==> src/rtl/jtsdram_pkg.sv <==
// Shared types and constants for the SDRAM read checker: FSM states,
// LFSR seed/taps and the WAIT watchdog limit.
package jtsdram_pkg;

  typedef enum logic [2:0] {
    IDLE = 3'd0,
    ADDR = 3'd1,
    REQ  = 3'd2,
    WAIT = 3'd3,
    DONE = 3'd4
  } state_t;

  localparam logic [21:0] LFSR_SEED   = 22'h00_0001;
  localparam int          LFSR_TAP_HI = 21;
  localparam int          LFSR_TAP_LO = 20;
  localparam logic [7:0]  TIMEOUT_MAX = 8'd255;

  // Fibonacci shift-left step; the seed is non-zero so the all-zero lock-up state is never reached
  function automatic logic [21:0] lfsr_next(input logic [21:0] a);
    return {a[20:0], a[LFSR_TAP_HI] ^ a[LFSR_TAP_LO]};
  endfunction

endpackage

==> src/rtl/jtsdram_addrgen.sv <==
// Address register for the read checker: linear or LFSR sequence,
// with the mode captured when the first address is loaded.
module jtsdram_addrgen
  import jtsdram_pkg::*;
(
  input  logic        clk,
  input  logic        rst_n,
  input  logic        i_load,
  input  logic        i_adv,
  input  logic        i_rnd,
  output logic [21:0] o_addr
);

  logic [21:0] r_addr;
  logic        r_mode;

  // Load picks the first address for the requested mode; advance steps it
  always_ff @(posedge clk or negedge rst_n) begin
    if (!rst_n) begin
      r_addr <= 22'd0;
      r_mode <= 1'b0;
    end else if (i_load) begin
      r_mode <= i_rnd;
      r_addr <= i_rnd ? LFSR_SEED : 22'd0;
    end else if (i_adv) begin
      r_addr <= r_mode ? lfsr_next(r_addr) : r_addr + 22'd1;
    end else begin
      r_addr <= r_addr;
    end
  end

  assign o_addr = r_addr;

endmodule

==> src/rtl/jtsdram_rdcheck.sv <==
// SDRAM read-sequence generator and checker feeding jtsdram_shuffle.
// Optional WAIT watchdog enabled by defining JTSDRAM_TIMEOUT_EN.
module jtsdram_rdcheck
  import jtsdram_pkg::*;
#(
  parameter logic [21:0] LAST = 22'h3F_FFFF
) (
  input  logic        clk,
  input  logic        rst_n,
  input  logic        start,
  input  logic        rnd,
  output logic [21:0] addr,
  output logic [15:0] ref_raw,
  input  logic [15:0] ref_shf,
  output logic        rd,
  input  logic        ack,
  input  logic        rdy,
  input  logic [15:0] din,
  output logic        busy,
  output logic        done,
  output logic        bad,
  output logic [15:0] err_cnt
);

  state_t      r_state, w_next;
  logic        w_load, w_adv, w_check, w_fin, w_miss;
  logic [21:0] w_addr;
  logic [21:0] r_cnt;
  logic [15:0] r_ref_q, r_err_cnt;
  logic        r_bad, r_rd, r_busy, r_done;

  jtsdram_addrgen u_addrgen (
    .clk    (clk),
    .rst_n  (rst_n),
    .i_load (w_load),
    .i_adv  (w_adv),
    .i_rnd  (rnd),
    .o_addr (w_addr)
  );

  assign addr    = w_addr;
  assign ref_raw = w_addr[15:0] ^ {10'd0, w_addr[21:16]};

`ifdef JTSDRAM_TIMEOUT_EN
  logic [7:0] r_wdog;
  logic       w_tmo;

  assign w_tmo  = (r_state == WAIT) && !rdy && (r_wdog == TIMEOUT_MAX);
  assign w_fin  = rdy || w_tmo;
  // A timed-out read has no data to compare and always counts as a miss
  assign w_miss = rdy ? (din != r_ref_q) : 1'b1;

  // Watchdog: cleared on entry to WAIT, counts WAIT cycles without data
  always_ff @(posedge clk or negedge rst_n) begin
    if (!rst_n) begin
      r_wdog <= 8'd0;
    end else if (r_state != WAIT) begin
      r_wdog <= 8'd0;
    end else if (!rdy && (r_wdog != TIMEOUT_MAX)) begin
      r_wdog <= r_wdog + 8'd1;
    end else begin
      r_wdog <= r_wdog;
    end
  end
`else
  assign w_fin  = rdy;
  assign w_miss = (din != r_ref_q);
`endif

  // State register
  always_ff @(posedge clk or negedge rst_n) begin
    if (!rst_n) r_state <= IDLE;
    else        r_state <= w_next;
  end

  // Next-state logic and per-cycle strobes
  always_comb begin
    w_next  = r_state;
    w_load  = 1'b0;
    w_adv   = 1'b0;
    w_check = 1'b0;
    case (r_state)
      IDLE: begin
        if (start) begin
          w_load = 1'b1;
          w_next = ADDR;
        end else begin
          w_next = IDLE;
        end
      end
      ADDR: w_next = REQ;
      REQ: begin
        if (ack) w_next = WAIT;
        else     w_next = REQ;
      end
      WAIT: begin
        if (w_fin) begin
          w_check = 1'b1;
          if (r_cnt == LAST) begin
            w_next = DONE;
          end else begin
            w_adv  = 1'b1;
            w_next = ADDR;
          end
        end else begin
          w_next = WAIT;
        end
      end
      DONE:    w_next = IDLE;
      default: w_next = IDLE;
    endcase
  end

  // Datapath: reference capture, read counter and error accumulation
  always_ff @(posedge clk or negedge rst_n) begin
    if (!rst_n) begin
      r_ref_q   <= 16'd0;
      r_cnt     <= 22'd0;
      r_bad     <= 1'b0;
      r_err_cnt <= 16'd0;
    end else begin
      if (r_state == ADDR) r_ref_q <= ref_shf;
      else                 r_ref_q <= r_ref_q;

      if (w_load)     r_cnt <= 22'd0;
      else if (w_adv) r_cnt <= r_cnt + 22'd1;
      else            r_cnt <= r_cnt;

      if (w_load) begin
        r_bad     <= 1'b0;
        r_err_cnt <= 16'd0;
      end else if (w_check && w_miss) begin
        r_bad     <= 1'b1;
        r_err_cnt <= (r_err_cnt == 16'hFFFF) ? r_err_cnt : r_err_cnt + 16'd1;
      end else begin
        r_bad     <= r_bad;
        r_err_cnt <= r_err_cnt;
      end
    end
  end

  // Control outputs registered from the next state so they track the state register
  always_ff @(posedge clk or negedge rst_n) begin
    if (!rst_n) begin
      r_rd   <= 1'b0;
      r_busy <= 1'b0;
      r_done <= 1'b0;
    end else begin
      r_rd   <= (w_next == REQ);
      r_busy <= (w_next != IDLE);
      r_done <= (w_next == DONE);
    end
  end

  assign rd      = r_rd;
  assign busy    = r_busy;
  assign done    = r_done;
  assign bad     = r_bad;
  assign err_cnt = r_err_cnt;

endmodule

==> config.mk <==
export PLATFORM = sky130hd
export DESIGN_NAME = jtsdram_rdcheck
export DESIGN_NICKNAME = d
export VERILOG_FILES = /design/src/rtl/jtsdram_pkg.sv /design/src/rtl/jtsdram_addrgen.sv /design/src/rtl/jtsdram_rdcheck.sv
export SDC_FILE = /design/constraint.sdc
export NUM_CORES = 1
export LEC_CHECK = 0
export BUFFER_PORTS_ARGS = -buffer_cell sky130_fd_sc_hd__buf_2
export CAP_MARGIN = 10
export CELL_PAD_IN_SITES_DETAIL_PLACEMENT = 1
export CELL_PAD_IN_SITES_GLOBAL_PLACEMENT = 1
export CORE_MARGIN = 1
export CORE_UTILIZATION = 43
export DETAILED_ROUTE_END_ITERATION = 7
export PLACE_DENSITY_LB_ADDON = 0.1
export SYNTH_ARGS = -nofsm -noshare
export SYNTH_HDL_FRONTEND = slang
export SYNTH_SLANG_ARGS = --single-unit
==> constraint.sdc <==
create_clock -name clk -period 2.3 [get_ports clk]
set_input_delay 0.23 -clock clk [delete_from_list [all_inputs] [get_ports clk]]
set_output_delay 0.23 -clock clk [all_outputs]
set_load 0.03 [all_outputs]
==> results.txt, run 1 <==
The row count is 38. In the synthesized netlist the async set-or-reset flop fraction comes to 100%. In the synthesized netlist the dominant register cell turns out to be dfrtp_1. The ratio of total power to cell area is roughly 1000 nW/um2.

The number of buffers between clock root and the deepest sink came out at 2. The worst slew margin relative to its limit is between 60% and 70%. The number of antenna diodes in the final layout is 0. The classification of the worst-slack hold path is input port to flip-flop. TritonCTS built the clock tree. In this run the count of I/O pins placed on the die edge is 96. Clock latency on the worst-skew pair, taken at its later pin, is roughly 360 ps.

The tool flagged a number of max-cap violations equal to 0. The H-tree depth is 3. The initial core utilization is ~45%. For this run, the number of Yosys warnings is 0. The share of the synthesized area in the top cell type came out at between 40% and 50%.

The overall die height is between 100 and 150 um. Entering global routing, the biggest net connects 50 pins. The starting DRC count in detailed routing came out at roughly 190. The sum of overflow across all layers after global routing is 0. The critical path in this run is classified as flip-flop to flip-flop.

Sequential cells were found to cover about 43% of the synthesized design area. The number of nets produced by synthesis came out at roughly 540. By instance count, the leading cell after synthesis is dfrtp_1.

The fraction of final layout cells sized beyond drive strength 1 is between 20 and 30%. The detailed router placed 4349 vias in this run. In this run the worst setup path begins at err_cnt[0]$_DFFE_PN0P_. Of the available clock period, the critical path in the final layout requires between 90% and 100%.

The via count of the first global-routing pass came out at around 4500. Setup repair after global routing left no endpoint under its margin. The count of cells in the finished layout, fillers not included, comes to around 740. The standby leakage power is ~0.0027 uW. The critical path arrival came out at 2460 ps. Yosys mapped the design onto 61 distinct sky130hd cell types. The post-layout net count is 632. The synthesized design contains 0 enable-type register cells. The count of nets left with antenna violations after detail routing came out at 0.

During placement, the flow inserted port buffers numbering 95. The post-route DRC violation count came out at 0. The half-perimeter wire length after detailed placement came out at 9.59 mm. The combined area of all synthesized cells came out at between 4000 and 5000 um2. The sort of element at the end of the critical path is a flip-flop. In this run the worst path has a maximum fanout of 21. The worst voltage drop across the vdd grid came out at 0.490 mV. The overall global routing resource usage is 25.1%. The initial antenna violation count came out at 0. The final layout contains routed wiring with a total length of ~14 mm.

The vias per cell is a little under 6. The synthesized flop and latch total is 84. In this run the most critical hold path is launched from ref_shf[11].

At the pin with the least slew margin, the transition time is ~520 ps. In the final timing run, aggregate negative setup slack is 0 ps. The per-instance average area after synthesis is 9.74 um2.

After detailed routing, the average wire length per cell comes to 18.8 um. In the synthesized netlist, the cells that appear most often are dfrtp_1 (84), nand2_1 (41), nor2_1 (31). The routability congestion estimate came out at between 0.7 and 0.8. The growth of design area from synthesis to finish came out at 19.8%. Ranked by total cell area, the synthesized netlist is headed by dfrtp_1 (43%), xor2_1 (4.8%), nand2_1 (3.2%), nand3_1 (2.8%), o31ai_1 (2.8%). The x dimension of the die is 109 um. The number of clock sinks came out at 84. The total setup violations reported at the end of the flow is 0. The number of buffers created by CTS came out at 9. The largest clock skew in the final design came out at 9.46 ps. The flow ran to the end, and the final reports show no timing, DRC or antenna violations. The total area inside the core boundary comes to 10900 um2.

The worst setup path is launched from a flip-flop. The number of cells in the design after placement is around 720. The first-pass GRT wire length is about 23 mm. Data on the critical path is required at its endpoint by roughly 2600 ps. The count of endpoints failing hold in the final timing report came out at 0. The first-pass iteration count of the detailed router is 4. The highest achievable clock rate came out at roughly 460 MHz.

The die covers approximately 12000 um2. The max-slew violation count came out at 0. The tree is rooted in a clkbuf_16. Clock-pin slew was measured on the worst setup and hold paths at 70 ps.

The synthesized instance count came out at ~500. The critical register-to-register path startpoint is err_cnt[0]$_DFFE_PN0P_. The largest total area in the synthesized netlist belongs to dfrtp_1. The clock period could shrink to around 2200 ps.
==> report_power, final <==
| part | total [uW] | switching [uW] | internal [uW] |
|---|---|---|---|
| sequential | 2180 | 372 | 1800 |
| combinational | 2210 | 1390 | 824 |
| clock | 1590 | 648 | 937 |
==> layer usage <==
layer | vias to the layer above | wire length, um | GRT usage (%)
li1 | 2036 | - | -
met1 | 2215 | 6060 | 30.6
met2 | 84 | 6980 | 43.8
met3 | 14 | 545 | 4.64
met4 | 0 | 248 | 9.56
met5 | - | 0 | 0
==> state kept, by name, indices dropped and copies added (netlist names) <==
register,flops
r_ref_q,16
u_addrgen.r_mode,1
u_addrgen.o_addr,22
r_cnt,22
done,1
r_state,3
busy,1
rd,1
err_cnt,16
bad,1
==> cell type report <==
type / count / area, um2
Clock buffer: 12 / 267
Clock inverter: 4 / 55.1
Fill cell: 1296 / 5090
Inverter: 10 / 37.5
Multi-Input combinational cell: 365 / 2510
Sequential cell: 84 / 2100
Tap cell: 140 / 175
Timing Repair Buffer: 121 / 701
==> worst paths after layout <==
| check | to | slack (ps) | cells after the start |
|---|---|---|---|
| setup / recovery | err_cnt[5]$_DFFE_PN0P_ | 110 | 6 |
| hold / removal | r_ref_q[11]$_DFFE_PN0P_ | 90 | 2 |
| setup reg to reg | err_cnt[5]$_DFFE_PN0P_ | 110 | 6 |
| hold reg to reg | r_ref_q[14]$_DFFE_PN0P_ | 510 | 1 |
| max in group asynchronous | u_addrgen.o_addr[7]$_DFFE_PN0P_ | 1270 | 3 |
| min in group asynchronous | r_ref_q[12]$_DFFE_PN0P_ | 380 | 2 |
==> critical path: stages, from the launching register on <==
cell,delay [ps]
dfrtp_1,420
ha_1,260
and4_4,220
and3_4,170
a31o_2,360
or4_1,510
a21oi_1,160
==> repair_timing <==
item,4_1_cts,5_1_grt
endpoints found under the setup margin,1,1
gates cloned,0,0
pin swaps,0,1
endpoints found under the hold margin,35,0
buffers inserted,0,2
hold buffers,1,0
gates resized for setup,1,0
==> cells by family after synthesis <==
group	Yosys count	synth area share (%)
xor gates and xnor gates	31	5.56
DFF	84	43.1
adders and majority gates	3	0.769
buffers and inverters	52	5.66
AOI/OAI and AO/OA	114	16.0
muxes	30	6.61
and+or+nand+nor	187	22.4
==> per-stage QoR <==
stage	power [uW]	hold WS [ps]	area (um2)	utilization [%]	setup slack, ps
6_report	5970	88.7	5850	53.5	113
5_1_grt	6310	84.0	5850	53.5	20.9
4_1_cts	6030	81.1	5830	53.4	113
3_5_place_dp	4420	232	5500	50.3	48.7
3_3_place_gp	4310	226	5500	50.3	139
2_1_floorplan	3710	-65.6	4880	-	156
==> cell usage in the layout, fill, tap and decap left out, types with 3 or more instances in the layout <==
| cell | Yosys | routed |
|---|---|---|
| a21o_1 | 4 | 4 |
| a21oi_1 | 24 | 24 |
| a22o_1 | 5 | 5 |
| a22oi_1 | 6 | 6 |
| a31oi_1 | 5 | 5 |
| a32o_1 | 3 | 3 |
| and2_1 | 9 | 9 |
| and3_1 | 8 | 8 |
| and4_1 | 6 | 6 |
| buf_2 | 14 | 94 |
| buf_4 | 13 | 24 |
| clkbuf_16 | 0 | 9 |
| clkbuf_8 | 0 | 3 |
| dfrtp_1 | 84 | 84 |
| ha_1 | 3 | 3 |
| inv_1 | 10 | 10 |
| mux2_1 | 10 | 10 |
| mux2_2 | 8 | 8 |
| mux2i_1 | 12 | 12 |
| nand2_1 | 41 | 41 |
| nand3_1 | 27 | 27 |
| nand4_1 | 14 | 14 |
| nand4_2 | 3 | 3 |
| nor2_1 | 31 | 31 |
| nor3_1 | 7 | 7 |
| nor4_1 | 8 | 8 |
| o211ai_1 | 5 | 5 |
| o21ai_0 | 11 | 11 |
| o21ai_1 | 5 | 5 |
| o22ai_1 | 7 | 7 |
| o2bb2ai_1 | 5 | 5 |
| o31ai_1 | 18 | 18 |
| or2_2 | 3 | 3 |
| or4_1 | 13 | 13 |
| xnor2_1 | 4 | 4 |
| xor2_1 | 27 | 27 |
(Power assumes the default switching activity.)
==> run 2: changes to the inputs <==
Settings changed: REMOVE_ABC_BUFFERS set to 1.
==> results.txt, run 2 (synthesis gave the netlist of run 1 again) <==
The fraction of the core area covered by cells at the end of the flow came out at 53.0% (was 53.5%). The total via count in the routed design came out at 4266 (was 4349). The highest achievable clock rate came to 470 MHz (was 457 MHz). The x dimension of the die is 109 um (unchanged). The vias per cell came out at 5.81 (was 5.91). The max-slew violation count came out at 0 (unchanged).

The clock-pin slew of the registers on the worst-case setup and hold paths came out at 60 ps (was 70 ps). The commonest non-fill, non-tap cell in the layout is buf_2 (unchanged). The worst voltage drop across the vdd grid came to 0.530 mV (was 0.490 mV). The first-pass GRT wire length came out at 21.7 mm (was 22.6 mm).

The post-layout net count came out at 630 (was 632). The worst setup slack after layout is 172 ps (was 113 ps). The nature of the critical path startpoint is a flip-flop (unchanged).

The first-pass iteration count of the detailed router is 4 (unchanged). The number of top-level pins came out at 96 (unchanged). The overall global routing resource usage came out at 23.9% (was 25.1%). The growth of design area from synthesis to finish was 18.7% (was 19.8%). The critical path arrival is 2380 ps (was 2460 ps).

The worst slack at placement is 21.0 ps (was 48.7 ps). The met1 usage in global routing is 31.2% (was 30.6%). The fraction of final layout cells sized beyond drive strength 1 is 26.6% (was 27.3%). Commonest cells after routing, fill and taps aside: buf_2 (94), dfrtp_1 (84), nand2_1 (41), nor2_1 (31) (unchanged).

The slew at the pin with the worst max-slew slack is 658 ps (was 524 ps). The routability congestion estimate came out at 0.768 (was 0.797). The number of buffers between clock root and the deepest sink came to 2 (unchanged). The sum of overflow across all layers after global routing is 0 (unchanged). Status: completed (unchanged). The register area came out at 2100 um2 (unchanged). The post-place instance area is 5490 um2 (was 5500 um2). The initial antenna violation count is 0 (unchanged). The post-route DRC violation count came out at 0 (unchanged).

The largest clock skew in the final design came out at 6.36 ps (was 9.46 ps). The worst endpoint required time is 2550 ps (was 2580 ps). The aggregate routed wire length came out at 13.2 mm (was 13.8 mm).

The most crowded layer after global routing is met2 (unchanged). The worst slew margin relative to its limit came out at 56.1% (was 64.9%). The critical-path maximum fanout is 21 (unchanged). The initial core utilization is 44.6% (unchanged).

Unrepaired setup endpoints after global routing: no (unchanged). The classification of the worst-slack hold path was input port to flip-flop (unchanged). The overall die height is 109 um (unchanged).

The number of buffers created by CTS is 9 (unchanged). The TritonCTS clock tree is done (unchanged). The overall die area is 11800 um2 (unchanged). The buffer count from post-CTS setup fixing is 0 (unchanged). The clock tree root driver cell is clkbuf_16 (unchanged). The core footprint is 10900 um2 (unchanged). The ratio of total power to cell area is 1000 nW/um2 (was 1020 nW/um2). The sort of element at the end of the critical path is a flip-flop (unchanged).

The via count of the first global-routing pass came to 4305 (was 4495). The count of nets left with antenna violations after detail routing came out at 0 (unchanged). The number of filler cells placed in the layout is 1291 (was 1296). The maximum number of pins on one net before global-route repair is 45 (was 50). The starting DRC count in detailed routing is 199 (was 192).

The depth of the worst register-to-register path is 6 (unchanged). The final critical-path share of the clock period came out at 92.5% (was 95.1%). The critical setup path kind was flip-flop to flip-flop (unchanged). The max-cap violation count was 0 (unchanged). The total area of multi-input combinational cells came out at 2520 um2 (was 2510 um2). The diode insertion count for antenna repair came out at 0 (unchanged).

The count of endpoints failing hold in the final timing report is 0 (unchanged). The post-layout total power is 5820 uW (was 5970 uW). The post-route minimum period came out at 2130 ps (was 2190 ps). The met3 track demand over resource came out at 3.38% (was 4.64%). The area of all placed cells without fillers is 5800 um2 (was 5850 um2). The row count came out at 38 (unchanged). The count of buffers inserted at the top-level ports is 95 (unchanged). The per-cell routed wire length is 18.0 um (was 18.8 um). The half-perimeter wire length after detailed placement came out at 9.34 mm (was 9.59 mm). The standby leakage power is 0.00270 uW (was 0.00274 uW).

The number of clock sinks came out at 84 (unchanged). The latest clock arrival within the worst-skew pair was 340 ps (was 360 ps). The H-tree depth is 3 (unchanged).

The met2 routing resource usage after global routing came out at 40.0% (was 43.8%). The final hold slack came out at 105 ps (was 88.7 ps). The number of cells traversed by the worst hold path is 2 (unchanged). The total setup violations reported at the end of the flow came to 0 (unchanged).
[run 2: power by group]
| part | leakage, uW | internal [uW] | switching (uW) | total (uW) |
|---|---|---|---|---|
| combinational | 0.00146 | 836 | 1360 | 2200 |
| clock | 0.000133 | 841 | 595 | 1440 |
| sequential | 0.00111 | 1800 | 382 | 2190 |
[run 2: area by class of cell]
type / instances / share of cell area [%]
sequential: 84 / 36.3
timing repair buffer: 119 / 11.6
inverter: 10 / 0.648
clock inverter: 4 / 0.864
clock buffer: 12 / 4.08
tap: 140 / 3.02
multi-input combinational: 365 / 43.5
[run 2: worst paths after layout]
kind                                        start                          endpoint  slack (ps)
setup / recovery           err_cnt[0]$_DFFE_PN0P_            err_cnt[5]$_DFFE_PN0P_         170
hold / removal                         ref_shf[7]            r_ref_q[7]$_DFFE_PN0P_         110
setup reg to reg           err_cnt[0]$_DFFE_PN0P_            err_cnt[5]$_DFFE_PN0P_         170
hold reg to reg            r_ref_q[9]$_DFFE_PN0P_            r_ref_q[9]$_DFFE_PN0P_         510
max in group asynchronous                   rst_n  u_addrgen.o_addr[17]$_DFFE_PN0P_        1210
min in group asynchronous                   rst_n            r_ref_q[1]$_DFFE_PN0P_         440
[run 2: per-stage QoR]
step	instances	TNS [ps]
after CTS	734	0
after global routing	734	0
after global placement	717	0
after floorplan	459	-2460
after detailed placement	717	0
final	734	0
[run 2: timing repair]
item	4_1_cts	5_1_grt
hold endpoints to repair	43	0
endpoints found under the setup margin	0	7
hold buffers	1	0
gates resized for setup	0	2
[run 2: critical path: stages (launching register included)]
cell and delay [ps]:
dfrtp_1 420, ha_1 240, and4_4 210, and3_4 180, a31o_4 300, or4_1 480, a21oi_1 210
[run 2: metal layers]
layer,wire length (um),vias to the layer above
met4,235,0
met3,551,16
met5,0,-
met1,5930,2117
met2,6510,96
li1,-,2037
